## src/rtl/alu_seq.sv

```systemverilog
// alu_seq: sequential WIDTH-bit ALU with handshakes and a shift-add multiplier.
// Optional status flags {zero, carry, overflow} when ALU_FLAGS_EN is defined.
module alu_seq #(
  parameter int WIDTH = 4
) (
  input  logic               clk,
  input  logic               rst,
  input  logic               in_valid,
  output logic               in_ready,
  input  logic [2:0]         code,
  input  logic [WIDTH-1:0]   a,
  input  logic [WIDTH-1:0]   b,
  output logic               out_valid,
  input  logic               out_ready,
`ifdef ALU_FLAGS_EN
  output logic [2:0]         flags,
`endif
  output logic [2*WIDTH-1:0] result
);

  localparam int CW = $clog2(WIDTH);
  localparam logic [WIDTH-1:0] LP_W = WIDTH'(WIDTH);

  localparam logic [2:0] OP_ADD = 3'd0;
  localparam logic [2:0] OP_SUB = 3'd1;
  localparam logic [2:0] OP_AND = 3'd2;
  localparam logic [2:0] OP_OR  = 3'd3;
  localparam logic [2:0] OP_XOR = 3'd4;
  localparam logic [2:0] OP_SHL = 3'd5;
  localparam logic [2:0] OP_SHR = 3'd6;
  localparam logic [2:0] OP_MUL = 3'd7;

  typedef enum logic [1:0] {
    S_IDLE,
    S_BUSY,
    S_DONE
  } state_t;

  state_t r_state;
  state_t w_next;

  logic [2*WIDTH-1:0] r_result;
  logic [2*WIDTH-1:0] r_mcand;
  logic [WIDTH-1:0]   r_mplier;
  logic [2*WIDTH-1:0] r_acc;
  logic [CW-1:0]      r_cnt;

  logic               w_accept;
  logic               w_mul_last;
  logic [WIDTH:0]     w_sum;
  logic [WIDTH:0]     w_diff;
  logic [WIDTH-1:0]   w_shl;
  logic [WIDTH-1:0]   w_shr;
  logic [2*WIDTH-1:0] w_alu_res;
  logic [2*WIDTH-1:0] w_acc_next;

  assign in_ready   = (r_state == S_IDLE);
  assign out_valid  = (r_state == S_DONE);
  assign result     = r_result;
  assign w_accept   = in_valid && (r_state == S_IDLE);
  assign w_mul_last = (r_state == S_BUSY) &&
                      (r_cnt == CW'(WIDTH - 1));

  // single-cycle operations, evaluated straight off the inputs
  always_comb begin
    w_sum     = {1'b0, a} + {1'b0, b};
    w_diff    = {1'b0, a} - {1'b0, b};
    w_shl     = (b >= LP_W) ? '0 : (a << b);
    w_shr     = (b >= LP_W) ? '0 : (a >> b);
    w_alu_res = '0;
    unique case (code)
      OP_ADD: w_alu_res = {{(WIDTH-1){1'b0}}, w_sum};
      OP_SUB: w_alu_res = {{(WIDTH-1){1'b0}}, w_diff};
      OP_AND: w_alu_res = {{WIDTH{1'b0}}, a & b};
      OP_OR:  w_alu_res = {{WIDTH{1'b0}}, a | b};
      OP_XOR: w_alu_res = {{WIDTH{1'b0}}, a ^ b};
      OP_SHL: w_alu_res = {{WIDTH{1'b0}}, w_shl};
      OP_SHR: w_alu_res = {{WIDTH{1'b0}}, w_shr};
      OP_MUL: w_alu_res = '0;
      default: w_alu_res = '0;
    endcase
  end

  // partial-product accumulate for the current multiplier bit
  always_comb begin
    w_acc_next = r_acc + (r_mplier[0] ? r_mcand : '0);
  end

  // state register; reset aborts any operation in flight
  always_ff @(posedge clk or posedge rst) begin
    if (rst) begin
      r_state <= S_IDLE;
    end else begin
      r_state <= w_next;
    end
  end

  // next-state: MUL detours through BUSY, everything else goes to DONE
  always_comb begin
    w_next = r_state;
    unique case (r_state)
      S_IDLE: begin
        if (in_valid) begin
          w_next = (code == OP_MUL) ? S_BUSY : S_DONE;
        end
      end
      S_BUSY: begin
        if (w_mul_last) begin
          w_next = S_DONE;
        end
      end
      S_DONE: begin
        if (out_ready) begin
          w_next = S_IDLE;
        end
      end
      default: w_next = S_IDLE;
    endcase
  end

  // multiplier datapath: one bit of b per BUSY cycle, LSB first
  always_ff @(posedge clk or posedge rst) begin
    if (rst) begin
      r_mcand  <= '0;
      r_mplier <= '0;
      r_acc    <= '0;
      r_cnt    <= '0;
    end else if (w_accept && (code == OP_MUL)) begin
      r_mcand  <= {{WIDTH{1'b0}}, a};
      r_mplier <= b;
      r_acc    <= '0;
      r_cnt    <= '0;
    end else if (r_state == S_BUSY) begin
      r_mcand  <= r_mcand << 1;
      r_mplier <= r_mplier >> 1;
      r_acc    <= w_acc_next;
      r_cnt    <= r_cnt + CW'(1);
    end
  end

  // result register, held through DONE until consumed
  always_ff @(posedge clk or posedge rst) begin
    if (rst) begin
      r_result <= '0;
    end else if (w_accept && (code != OP_MUL)) begin
      r_result <= w_alu_res;
    end else if (w_mul_last) begin
      r_result <= w_acc_next;
    end
  end

`ifdef ALU_FLAGS_EN
  logic [2:0] r_flags;
  logic [2:0] w_alu_flags;
  logic [2:0] w_mul_flags;
  logic       w_add_ovf;
  logic       w_sub_ovf;

  assign flags = r_flags;

  // {zero, carry, overflow} for the single-cycle ops
  always_comb begin
    w_add_ovf = (a[WIDTH-1] == b[WIDTH-1]) &&
                (w_sum[WIDTH-1] != a[WIDTH-1]);
    w_sub_ovf = (a[WIDTH-1] != b[WIDTH-1]) &&
                (w_diff[WIDTH-1] != a[WIDTH-1]);
    w_alu_flags = {(w_alu_res == '0), 2'b00};
    unique case (code)
      OP_ADD: w_alu_flags[1:0] = {w_sum[WIDTH], w_add_ovf};
      OP_SUB: w_alu_flags[1:0] = {w_diff[WIDTH], w_sub_ovf};
      default: w_alu_flags[1:0] = 2'b00;
    endcase
  end

  // MUL overflow means the product does not fit in WIDTH bits
  always_comb begin
    w_mul_flags = {(w_acc_next == '0), 1'b0,
                   (w_acc_next[2*WIDTH-1:WIDTH] != '0)};
  end

  // flags travel with the result
  always_ff @(posedge clk or posedge rst) begin
    if (rst) begin
      r_flags <= '0;
    end else if (w_accept && (code != OP_MUL)) begin
      r_flags <= w_alu_flags;
    end else if (w_mul_last) begin
      r_flags <= w_mul_flags;
    end
  end
`endif

endmodule

```

## config.mk

```make
export PLATFORM = sky130hd
export DESIGN_NAME = alu_seq
export DESIGN_NICKNAME = d
export VERILOG_FILES = /design/src/rtl/alu_seq.sv
export SDC_FILE = /design/constraint.sdc
export NUM_CORES = 1
export LEC_CHECK = 0
export CORE_MARGIN = 4
export CORE_UTILIZATION = 50
export CTS_BUF_LIST = sky130_fd_sc_hd__clkbuf_16
export DETAILED_ROUTE_END_ITERATION = 7
export GPL_TIMING_DRIVEN = 0
export PLACE_DENSITY_LB_ADDON = 0.05
export SLEW_MARGIN = 10
export SYNTH_ARGS = -nofsm -noshare
export SYNTH_HDL_FRONTEND = slang
export SYNTH_SLANG_ARGS = --single-unit
export TNS_END_PERCENT = 50
```

## constraint.sdc

```tcl
create_clock -name clk -period 1.99 [get_ports clk]
set_input_delay 0.398 -clock clk [delete_from_list [all_inputs] [get_ports clk]]
set_output_delay 0.398 -clock clk [all_outputs]
set_load 0.01 [all_outputs]
```

Word level (Yosys, flattened, before mapping)
Cells that the tools add are included.
Cells by class
  add/sub/neg operators: 4
  magnitude comparators: 1
  equality and inequality tests: 14
  shift operators: 2
  mux-type cells: 19
  bitwise operators: 3
  reductions and logical operators: 9
Operator list (number)
  $pmux W8 S8: 1
  $mux W8: 7
  $mux W4: 4
  $eq A3 B3 Y1 const B: 4
  $mux W2: 6
  $add A8 B8 Y8: 1
  $eq A3 B2 Y1 const B: 2
  $pmux W2 S3: 1
  $add A4 B4 Y5: 1
  $sub A4 B4 Y5: 1
  $and A4 B4 Y4: 1
  $eq A2 B2 Y1 const B: 2
  $ge A4 B3 Y1 const B: 1
  $logic_and A1 B1 Y1: 4
  $ne A2 B2 Y1 const B: 2
  $or A4 B4 Y4: 1
  $reduce_bool A2 Y1: 2
  $shl A4 B4 Y4: 1
  $shr A4 B4 Y4: 1
  $xor A4 B4 Y4: 1
  $eq A3 B1 Y1 const B: 1
  $logic_not A3 Y1: 1
  $ne A3 B3 Y1 const B: 1
  $reduce_and A3 Y1: 1
  4 further kinds: 4
Word-level totals
  flip-flop bits (word level): 32
  input bits: 15
  output and inout port bits: 10
  logic and storage cells: 58

Depth between registers and ports, before layout
Gate-level depths: netlist of run 1.
  depth after elaboration: 4
  gate-level depth with buffers: 11

Least setup slack after synthesis of run 1
Ideal clock, no wire load.
  kind: in2reg
  from: in b[0]
  to: reg r_result[1], in the netlist result[1]
  library setup time: 0.126 ns
  arrival: 2.071 ns
  data required time: 1.864 ns
  setup slack: -0.207 ns
  stages: 8
  path through: buf_2 -> inv_1 -> ha_1 -> mux2i_1 -> fa_1 -> o31ai_1 -> a21oi_1 -> a221o_1
Between the ends
  word-level cells in the longest chain between the ends: 4
Ends and longest elaborated chain
  start, declared: line 12  | input logic [WIDTH-1:0] b,
  $ge A4 B3 Y1 (tied with other cells): line 68, 69
  $mux W4 (on tied branches): line 69, 68
  $pmux W8 S8 *: line 71  | unique case (code)
  $mux W8 *: line 145  | end else if (w_accept && (code != OP_MUL)) begin
  end signal, assigned: line 146  | r_result <= w_alu_res;
  end signal, assigned: line 148  | r_result <= w_acc_next;
  end, declared: line 42  | logic [2*WIDTH-1:0] r_result;
Every way passes the cells marked *; elsewhere a longest branch is shown, timed or not. The select of a mux whose other input is x is not followed.
A chain may end at the register's enable or synchronous reset.

Worst setup path after layout of run 1
  from: in code[1]
  to: reg r_result[1], in the netlist result[1]
Between the ends
  word-level cells in the longest chain between the ends: 3
Ends and longest elaborated chain
  start, declared: line 10  | input logic [2:0] code,
  $eq A3 B3 Y1 (tied with other cells): line 71
  $pmux W8 S8 or $logic_and A1 B1 Y1 (tied branches): line 71, 145
  $mux W8 or $reduce_bool A2 Y1 (tied branches)
Several ways; a longest one is shown, not always the timed one. The select of a mux whose other input is x is not followed.

==> results of run 1 <==
registers in the layout, summed over array words and instances (netlist names):
register,cells
r_mplier,4
r_cnt,2
r_state,2
r_mcand,8
result,8
r_acc,8
how the worst min path moves through the flow:
stage | to | startpoint | depth (start not counted)
floorplan | r_acc[2] | r_acc[2] | 2
global placement | result[4] | result[4] | 2
detailed placement | result[4] | result[4] | 2
CTS | result[4] | result[4] | 2
global route | r_acc[2] | r_acc[2] | 2
finish | result[4] | result[4] | 2
cell type report:
cell class / count / area (um^2) / share of cell area
Sequential cell: 32 / 802 / 0.256
Clock buffer: 5 / 125 / 0.0400
Timing Repair Buffer: 45 / 405 / 0.129
Multi-Input combinational cell: 200 / 1540 / 0.493
Inverter: 18 / 75.1 / 0.0240
Tap cell: 52 / 65.1 / 0.0208
Buffer: 11 / 100 / 0.0320
Clock inverter: 3 / 13.8 / 0.00440
metrics by stage:
| step | TNS (ns) | worst slack (ns) | util |
|---|---|---|---|
| 2_1_floorplan | -0.130 | -0.123 | - |
| 4_1_cts | -0.216 | -0.0954 | 0.679 |
| 3_5_place_dp | -8.02 | -0.859 | 0.611 |
| 6_report | -0.0467 | -0.0251 | 0.704 |
| 5_1_grt | -1.07 | -0.131 | 0.704 |
| 3_3_place_gp | -7.76 | -0.874 | 0.611 |
kinds of logic after synthesis:
| family | share of synthesized area |
|---|---|
| compound gates | 0.232 |
| xor+xnor | 0.0446 |
| fa+ha+maj | 0.134 |
| buf+inv | 0.0531 |
| flops | 0.340 |
| mux | 0.0218 |
| simple gates | 0.174 |
metal layers:
metal	wire length [um]	track usage	vias to the layer above
met5	0	0	-
met3	506	0.0402	14
met1	2930	0.328	1043
met4	127	0.0888	0
met2	2670	0.326	99
li1	-	-	1052
power by group:
group	internal [mW]	leakage, nW	switching, mW
logic	0.608	0.969	0.597
clock network	0.453	0.0710	0.275
registers	0.887	0.423	0.176
total	1.95	1.46	1.05
synthesized netlist by cell type, drive strengths merged, types with 4 or more instances:
library cell / number
and2: 9
nand2: 27
a211oi: 4
nand3: 6
ha: 22
o21bai: 4
buf: 11
nor2: 13
inv: 18
nand2b: 6
mux2i: 4
xnor2: 9
a22o: 9
dfrtp: 32
a222oi: 4
a21oi: 18
o21ai: 20
what timing repair did:
action / CTS / global route
setup endpoints to repair: 12 / 11
pin swaps: 23 / 14
buffers inserted: 15 / 7
resized for setup: 42 / 16
worst min-delay path: stages, from the launching register on:
cell	delay, ns
sky130_fd_sc_hd__dfrtp_1	0.34
sky130_fd_sc_hd__nand2_1	0.05
sky130_fd_sc_hd__nand2_1	0.05
==> results summary, run 1 <==
The placed cell count is 337. The count of buffer and inverter cells on the critical path is 1. The tree is rooted in a sky130_fd_sc_hd__clkbuf_16. The die span in y is 76.6 um.

The smallest hold slack is 0.475 ns. The setup-violating endpoint count in the final report is 4. The repair_antennas step left the layout with diodes totalling 0. Of the synthesized area, sequential elements account for 0.340. The endpoint class of the critical path is a register.

The clock-pin transition on the worst setup and hold timing paths is 0.05 ns. For this design the static power due to leakage is 1.46 nW. Measured against its own limit, the worst slew margin works out to 0.555. Static timing analysis puts the maximum clock frequency at 496 MHz.

The worst setup margin came out at -0.0251 ns. For this run, asynchronously set or reset flops after synthesis account for 1.00. In the final routed layout, each cell accounts on average for 17.0 um. The flow ran to the end, but the final reports show violations.

The post-synthesis net count came out at 301. The cts-stage hold buffer count is 0. The core area came out at 4440 um^2. The final reports fail on negative setup slack.

Synthesis instantiated 49 different standard cells from the library. On the critical path the largest part of the delay comes from compound AO/OA/AOI/OAI gates. The width of the die came out at 76.6 um. The start point of the critical path is code[1]. For the worst setup path, the data required time is 2.15 ns. Port buffering added 23 buffers.

The number of cells on the worst reg-to-reg path came out at 7. The number of fillers in the final layout is 360. The startpoint identified for the worst register-to-register timing path is r_mplier[0]. TritonCTS built the clock tree. The area growth from synthesis to final layout is 32.9%. In the synthesized netlist the dominant register cell turns out to be sky130_fd_sc_hd__dfrtp_1. The initial antenna violation count came out at 0. The fraction of final layout cells with drive strength greater than 1 is 0.217. The clock skew came out at 0.00504 ns. In the post-synthesis netlist, the biggest area contributors are sky130_fd_sc_hd__dfrtp_1, sky130_fd_sc_hd__ha_1, sky130_fd_sc_hd__nand2_1. The worst register-to-register path ends at result[3]. The final standard cell count with taps included and fillers excluded came out at 366. Of the available clock period, the critical path in the final layout requires 1.01. The final weighted congestion of routability-driven global placement is 0.867. The share of synthesized area in the top cell type comes to 0.340.

The mapped netlist covers 2350 um^2. The max-slew violation count is 0. The power density over the cells came out at 957 nW/um^2. For this block, the initial DRC count from the detailed router was 296.

In this design, the stage delay of the slowest critical-path cell is 0.48 ns. The global-route usage over all layers is 0.224. The total number of clock tree sinks is 32. The die footprint came out at 5870 um^2.

The routed design could run at a clock period as short as 2.02 ns. The signal on the critical path passes through buf_12 -> nor3b_4 -> mux2i_4 -> fa_2 -> o31ai_4 -> a21oi_2 -> a221o_1. The post-route DRC violation count is 0. The number of storage elements in the synthesis netlist is 32.

The number of global-route vias before repair came out at 2103. The number of flops mapped to enable cells by yosys is 0. Leaving out fill and tap cells, the most frequent cell in the layout is sky130_fd_sc_hd__dfrtp_1. The classification of the worst-slack hold path is reg2reg. The via-per-instance ratio is 6.03. Of all cell types, the one taking the most synthesized area is sky130_fd_sc_hd__dfrtp_1. The launching element type of the critical path is an input port. The data arrival at the endpoint of the critical path is 2.18 ns. Setup repair after global routing could not meet its margin everywhere. The number of CTS-inserted buffers came out at 5. The overall overflow remaining after global route is 0. The critical path ends at result[1]. The setup slack on the worst flop-to-flop path came out at -0.01 ns. In this run the remaining antenna-violating nets after routing total 0. The cell count along the critical path came out at 7. After technology mapping, the gate count stands at 262.

The finished cells cover 3130 um^2. For this block, the routed nets add up to 6240 um of wire. 25 I/O pins were placed. The library cells used most frequently in the layout, excluding fill and tap cells, are sky130_fd_sc_hd__dfrtp_1, sky130_fd_sc_hd__nand2_1, sky130_fd_sc_hd__buf_4.

The H-tree was split into 2 levels. The peak ir drop on the vdd network is 0.698 mV. The transition time at the pin with the least slew margin came out at 0.666 ns. The number of hold violations in the final report was 0.

The Yosys warning count is 0. The final net count came out at 352. On the critical path, the stage with the largest delay is an instance of sky130_fd_sc_hd__fa_2. The starting utilization of the core area came out at 0.530. In this run the worst path has a maximum fanout of 3. The via total after detailed routing is 2208.

Dividing the synthesized area by the synthesized cell count gives 8.99 um^2. After layout, the design draws a total of 3.00 mW. The worst setup path is of the in2reg kind.

The number of buffers on the longest clock path came out at 2. Entering global routing, the biggest net connects 33 pins. Once detailed placement completed, the half-perimeter wirelength came to 4360 um.

The instance area after placement came out at 2720 um^2. The first global-routing pass estimated 10400 um of wire. The worst-skew pair later-pin latency came out at 0.28 ns.

The number of placement rows came out at 24. Across the run, the number of max-cap violations was 0. The number of iterations in the first detailed-routing pass is 5.
Power figures use the tool's default switching activity.
==> inputs of run 2 (changes only) <==
--- a/config.mk
+++ b/config.mk
@@ -5,12 +5,12 @@
 export SDC_FILE = /design/constraint.sdc
 export NUM_CORES = 1
 export LEC_CHECK = 0
-export CORE_MARGIN = 4
 export CORE_UTILIZATION = 50
 export CTS_BUF_LIST = sky130_fd_sc_hd__clkbuf_16
 export DETAILED_ROUTE_END_ITERATION = 7
 export GPL_TIMING_DRIVEN = 0
 export PLACE_DENSITY_LB_ADDON = 0.05
+export SKIP_CTS_REPAIR_TIMING = 1
 export SLEW_MARGIN = 10
 export SYNTH_ARGS = -nofsm -noshare
 export SYNTH_HDL_FRONTEND = slang
==> run 2 against run 1 <==
  * The run ends with design-rule violations, negative setup slack left
  * Routed wire length is 2.0% higher
  * Highest routed layer unchanged
  * Sequential cell count stayed put
  * Core utilization is 1.2 points lower
  * Register-to-register slack worse by 0.04 ns
  * Via count is 4.0% lower
  * Clock skew is 0.0015 ns lower
  * Fmax is 6.4% lower
  * Critical path type unchanged
  * Worst setup slack worse by 0.14 ns
==> results summary, run 2 (same netlist as run 1, synthesis figures left out) <==
The run finished, with violations left. The checks that failed: design-rule violations, negative setup slack. Port buffering added 23 buffers. The area growth from synthesis to final layout came out at 30.7%. The total number of H-tree levels is 2. In the layout the commonest cells are sky130_fd_sc_hd__dfrtp_1, sky130_fd_sc_hd__nand2_1, sky130_fd_sc_hd__ha_1. The area of the multi-input gates is 1550 um^2. At the later pin of the worst-skew pair, clock insertion delay measures 0.28 ns. The worst-case headroom to the max-slew limit is 0.559. The post-route clock period utilization is 1.08. The number of iterations in the first detailed-routing pass came out at 7. The routed wire length is 6360 um. The number of antenna diodes in the final layout is 0. The via-per-instance ratio is 5.89. The first-pass GRT wire length is 9830 um.

STA puts the critical path data required time at 2.21 ns. The initial antenna violation count was 0. Power spread over the standard cell area amounts to 982 nW/um^2. Leaving out fill and tap cells, the most frequent cell in the layout is sky130_fd_sc_hd__dfrtp_1. Fill cells in the final layout number 370. Once routing completed, OpenROAD measured the worst setup slack at -0.162 ns. The TritonCTS clock tree is done. The post-route DRC violation count is 4. The max-slew violation count came out at 0. The maximum number of pins on one net before global-route repair is 33. Once detail routing completed, the nets flagged for antenna violations numbered 0. The clock skew came out at 0.00355 ns.

Summing over every cut layer, the via total after detailed routing is 2120. In this run the critical register-to-register path is launched from r_mplier[0]. STA classifies the critical path startpoint as an input port. The final critical delay including setup and external delays is 2.15 ns.

The number of buffers on the longest clock path came out at 2. The startpoint identified for the worst hold timing path is result[4]. The instance area after placement came out at 2720 um^2. The number of CTS-inserted buffers came out at 5. The worst hold path belongs to the class reg2reg. The final weighted congestion of routability-driven global placement is 0.914. Prior to clock tree synthesis, the placed netlist has a worst setup slack of -0.899 ns. In this run, the number of DRC markers left after iteration 0 of detailed routing was 203. The overall overflow remaining after global route is 0. Measured along the y axis, the die boundary spans 70.6 um. The tree is rooted in a sky130_fd_sc_hd__clkbuf_16.

The initial utilization of the core area, before any placement, comes to 0.530. In this run the worst path has a maximum fanout of 4. After floorplanning, the core was divided into 24 placement rows. The global-route usage over all layers is 0.257. The number of hold violations in the final report came out at 0. The transition time at the pin with the least slew margin is 0.661 ns. The worst setup path is of the in2reg kind. STA puts the critical path data arrival time at 2.37 ns. The sequential cell area in the final layout is 802 um^2. The peak ir drop on the vdd network is 0.651 mV.

Setup repair after global routing could not meet its margin everywhere. The maximum clock rate came out at 465 MHz. The critical path starts at code[2].

In the final routed layout, each cell accounts on average for 17.7 um. The worst setup path is captured at a register. The I/O pin count is 25.

At the end of the flow, the number of nets in the layout was 347. Summed over all cells, the static leakage comes to 1.45 nW. The fraction of final layout cells with drive strength greater than 1 is 0.211. The max capacitance violation total is 0. The wire-length estimate of the detail-placed layout is 4260 um. After clock tree synthesis, the clock-pin slew on the worst setup and hold paths is 0.05 ns. The number of global-route vias before repair came out at 1986. The die footprint is 4990 um^2. The share of the core filled with cells came out at 0.692. The cell area after layout is 3080 um^2. Setup violations remaining at the end of the flow were counted as 5.

The total number of clock tree sinks came out at 32. The die is 70.6 um wide. After floorplanning, the core was sized to cover 4440 um^2.
-- run 2: final timing paths --
kind                       cells past startpoint          end  slack [ns]
setup / recovery                              11    result[4]       -0.16
hold reg to reg                                2    result[4]        0.46
hold / removal                                 2    result[4]        0.46
min in group asynchronous                      2    result[5]        0.54
max in group asynchronous                      2  r_mplier[0]        0.99
setup reg to reg                               8    result[6]       -0.05
-- run 2: layout make-up --
| class | count | share of cell area |
|---|---|---|
| clock buffer | 5 | 0.0407 |
| timing repair buffer | 39 | 0.113 |
| tap | 52 | 0.0211 |
| buffer | 12 | 0.0333 |
| inverter | 18 | 0.0236 |
| sequential | 32 | 0.261 |
| clock inverter | 2 | 0.00285 |
| multi-input combinational | 200 | 0.505 |
-- run 2: worst max-delay path: stages --
cell                      delay (ns)
sky130_fd_sc_hd__buf_8          0.10
sky130_fd_sc_hd__buf_6          0.12
sky130_fd_sc_hd__nor3b_4        0.28
sky130_fd_sc_hd__nor2_1         0.10
sky130_fd_sc_hd__xnor2_1        0.20
sky130_fd_sc_hd__ha_1           0.31
sky130_fd_sc_hd__a21o_1         0.21
sky130_fd_sc_hd__a21oi_2        0.15
sky130_fd_sc_hd__xor2_1         0.25
sky130_fd_sc_hd__a32oi_1        0.16
sky130_fd_sc_hd__nand2_1        0.09
-- run 2: per-stage QoR --
| stage | std cells | total power, mW | setup TNS (ns) | hold WS [ns] |
|---|---|---|---|---|
| finish | 360 | 3.02 | -0.534 | 0.458 |
| global route | 360 | 3.21 | -1.15 | 0.486 |
| CTS | 344 | 2.84 | -2.86 | 0.475 |
| detailed placement | 337 | 2.12 | -8.42 | 0.464 |
| floorplan | 262 | 1.75 | -0.130 | 0.456 |
| global placement | 337 | 2.10 | -7.45 | 0.461 |
-- run 2: power by group --
part           leakage, nW  internal, mW  switching [mW]
clock network       0.0709         0.448           0.260
registers            0.423         0.888           0.189
logic                0.956         0.624           0.611
-- run 2: layer usage --
metal	track usage	up-vias	routed length, um
li1	-	1033	-
met1	0.366	998	2900
met2	0.379	78	2870
met3	0.0741	11	495
met4	0.0844	0	98
met5	0	-	0
==> inputs of run 3 (changes only) <==
--- a/config.mk
+++ b/config.mk
@@ -5,13 +5,14 @@
 export SDC_FILE = /design/constraint.sdc
 export NUM_CORES = 1
 export LEC_CHECK = 0
+export CORE_MARGIN = 2
 export CORE_UTILIZATION = 50
 export CTS_BUF_LIST = sky130_fd_sc_hd__clkbuf_16
 export DETAILED_ROUTE_END_ITERATION = 7
 export GPL_TIMING_DRIVEN = 0
 export PLACE_DENSITY_LB_ADDON = 0.05
 export SKIP_CTS_REPAIR_TIMING = 1
-export SLEW_MARGIN = 10
+export SLEW_MARGIN = 20
 export SYNTH_ARGS = -nofsm -noshare
 export SYNTH_HDL_FRONTEND = slang
 export SYNTH_SLANG_ARGS = --single-unit
==> run 3 against run 2 <==
  * Worst setup slack got worse by 0.0046 ns
  * Total power about the same
  * Critical endpoint unchanged
  * Highest routed layer unchanged
  * The flow finishes with violations (negative setup slack)
  * Clock skew hardly changed
==> results summary, run 3 (same netlist as run 1, synthesis figures left out) <==
In this run the vertical extent of the chip is 72.6 um. The final weighted congestion of routability-driven global placement came out at 0.936. The transition time at the pin with the least slew margin came out at 0.665 ns. The initial utilization of the core area, before any placement, comes to 0.530. The fraction of final layout cells with drive strength greater than 1 is 0.206. Summed over all cells, the static leakage comes to 1.45 nW.

The fraction of power spent switching nets came out at 0.347. The run finished, with violations left. After global routing the overflow that remains totals 0. The routed length per placed instance is 17.5 um.

The tree is rooted in a sky130_fd_sc_hd__clkbuf_16. The clock skew is 0.00349 ns. The initial antenna violation count is 0. The number of global-route vias before repair is 1958. The max-slew violation count came out at 0.

The number of antenna cells inserted is 0. The total number of clock tree sinks is 32. The power share of the clock group came out at 0.232. The power density over the cells is 977 nW/um^2. The number of placed instances, taps included, is 337.

The area growth from synthesis to final layout is 31.2%. The most common cell after layout, fill and taps aside is sky130_fd_sc_hd__dfrtp_1. The sequential cell fraction of total power is 0.356.

The worst setup path is launched from an input port. The worst setup path is captured at a register. The number of CTS-inserted buffers is 5.

The worst-case headroom to the max-slew limit came out at 0.556. In this run the worst hold path is classified as reg2reg. The setup slack on the worst flop-to-flop path came out at -0.08 ns. The die footprint is 5270 um^2. The clock-pin transition on the worst setup and hold timing paths is 0.05 ns. The required time of the critical path is 2.20 ns. The cell area after layout is 3090 um^2. The post-route DRC violation count is 0. The core area is 4440 um^2. The instance area after placement is 2720 um^2. The routed wire length came out at 6260 um. The worst setup margin came out at -0.167 ns. The maximum clock rate came out at 464 MHz. Setup violations remaining at the end of the flow were counted as 5. The via-per-instance ratio is 5.96. The maximum number of pins on one net before global-route repair is 33. The top cell types in the final layout, fill and taps aside, are sky130_fd_sc_hd__dfrtp_1, sky130_fd_sc_hd__nand2_1, sky130_fd_sc_hd__ha_1. The width of the die came out at 72.6 um.

The number of fillers in the final layout came out at 366. The number of nets with antenna violations after routing came out at 0. The checks that failed: negative setup slack.

Along the worst path, the maximum fanout reaches 6. The net load switching power came out at 1.05 mW. In this run, the number of DRC markers left after iteration 0 of detailed routing was 187. The via total after detailed routing is 2133. The post-route clock period utilization came out at 1.08. The number of hold violations in the final report came out at 0. The number of iterations in the first detailed-routing pass came out at 5. The final standard cell count with taps included and fillers excluded is 358. The global-route usage over all layers came out at 0.237.

The internal portion of total power is 1.97 mW. The half-perimeter wire length after detailed placement came out at 4310 um. TritonCTS built the clock tree.

The combinational share of power came out at 0.412. The count of port buffers added during placement came out at 23. The first-pass GRT wire length is 9520 um. The later pin in the worst-skew pair is clocked with a latency of 0.27 ns. The final layout contains 345 nets.

Setup repair after global routing could not meet its margin everywhere. Data on the critical path arrives at its endpoint at 2.37 ns. In this run the count of I/O pins placed on the die edge is 25. The max capacitance violation total came out at 0.

After floorplanning, the core was divided into 24 placement rows. The final critical delay including setup and external delays is 2.16 ns. The number of buffers on the longest clock path came out at 2.

The H-tree was split into 2 levels. Across the VDD grid, the largest voltage drop is 0.674 mV. The critical path is of the in2reg type.
==> run 3: final cells by class <==
type	instances	area [um^2]	area share
well taps	52	65.1	0.0211
clock inverters	2	8.76	0.00284
flip-flops and latches	32	802	0.260
plain buffers	12	103	0.0332
inverters	18	72.6	0.0235
clock buffers	5	125	0.0405
multi-input cells	200	1580	0.510
repair buffers	37	337	0.109
==> run 3: power by group through the flow <==
stage | logic, mW | clock network [mW] | registers [mW]
after floorplan | 0.709 | 0 | 1.04
after global placement | 1.03 | 0 | 1.07
after detailed placement | 1.04 | 0 | 1.08
after CTS | 1.05 | 0.710 | 1.07
after global routing | 1.37 | 0.737 | 1.10
final | 1.24 | 0.700 | 1.07
==> run 3: critical path, stage by stage <==
cell and delay, ns:
sky130_fd_sc_hd__buf_8 0.10, sky130_fd_sc_hd__buf_6 0.12, sky130_fd_sc_hd__nor3b_4 0.30, sky130_fd_sc_hd__nor2_2 0.08, sky130_fd_sc_hd__xnor2_1 0.13, sky130_fd_sc_hd__ha_1 0.34
sky130_fd_sc_hd__a21o_1 0.21, sky130_fd_sc_hd__a21oi_2 0.15, sky130_fd_sc_hd__xor2_1 0.27, sky130_fd_sc_hd__a32oi_1 0.17, sky130_fd_sc_hd__nand2_1 0.09
==> run 3: worst paths after layout <==
| kind | start | depth (start not counted) | to |
|---|---|---|---|
| max | code[2] | 11 | result[4] |
| min | result[4] | 2 | result[4] |
| max reg2reg | r_mplier[0] | 8 | result[6] |
| min reg2reg | result[4] | 2 | result[4] |
| max in group asynchronous | rst | 2 | r_mplier[0] |
| min in group asynchronous | rst | 2 | result[5] |
==> run 3: layer usage <==
metal / global-route usage / wire, um
met1: 0.356 / 2970
met5: 0 / 0
met3: 0.0525 / 395
met4: 0.0700 / 101
met2: 0.341 / 2800
==> run 3: metrics by stage <==
stage	worst slack [ns]	util	TNS (ns)	power (mW)	hold WS, ns
after floorplan	-0.123	-	-0.130	1.75	0.456
after global placement	-0.895	0.611	-7.81	2.10	0.462
after detailed placement	-0.898	0.611	-8.11	2.12	0.465
after CTS	-0.622	0.641	-2.81	2.83	0.477
after global routing	-0.255	0.695	-1.01	3.21	0.502
final	-0.167	0.695	-0.548	3.02	0.463
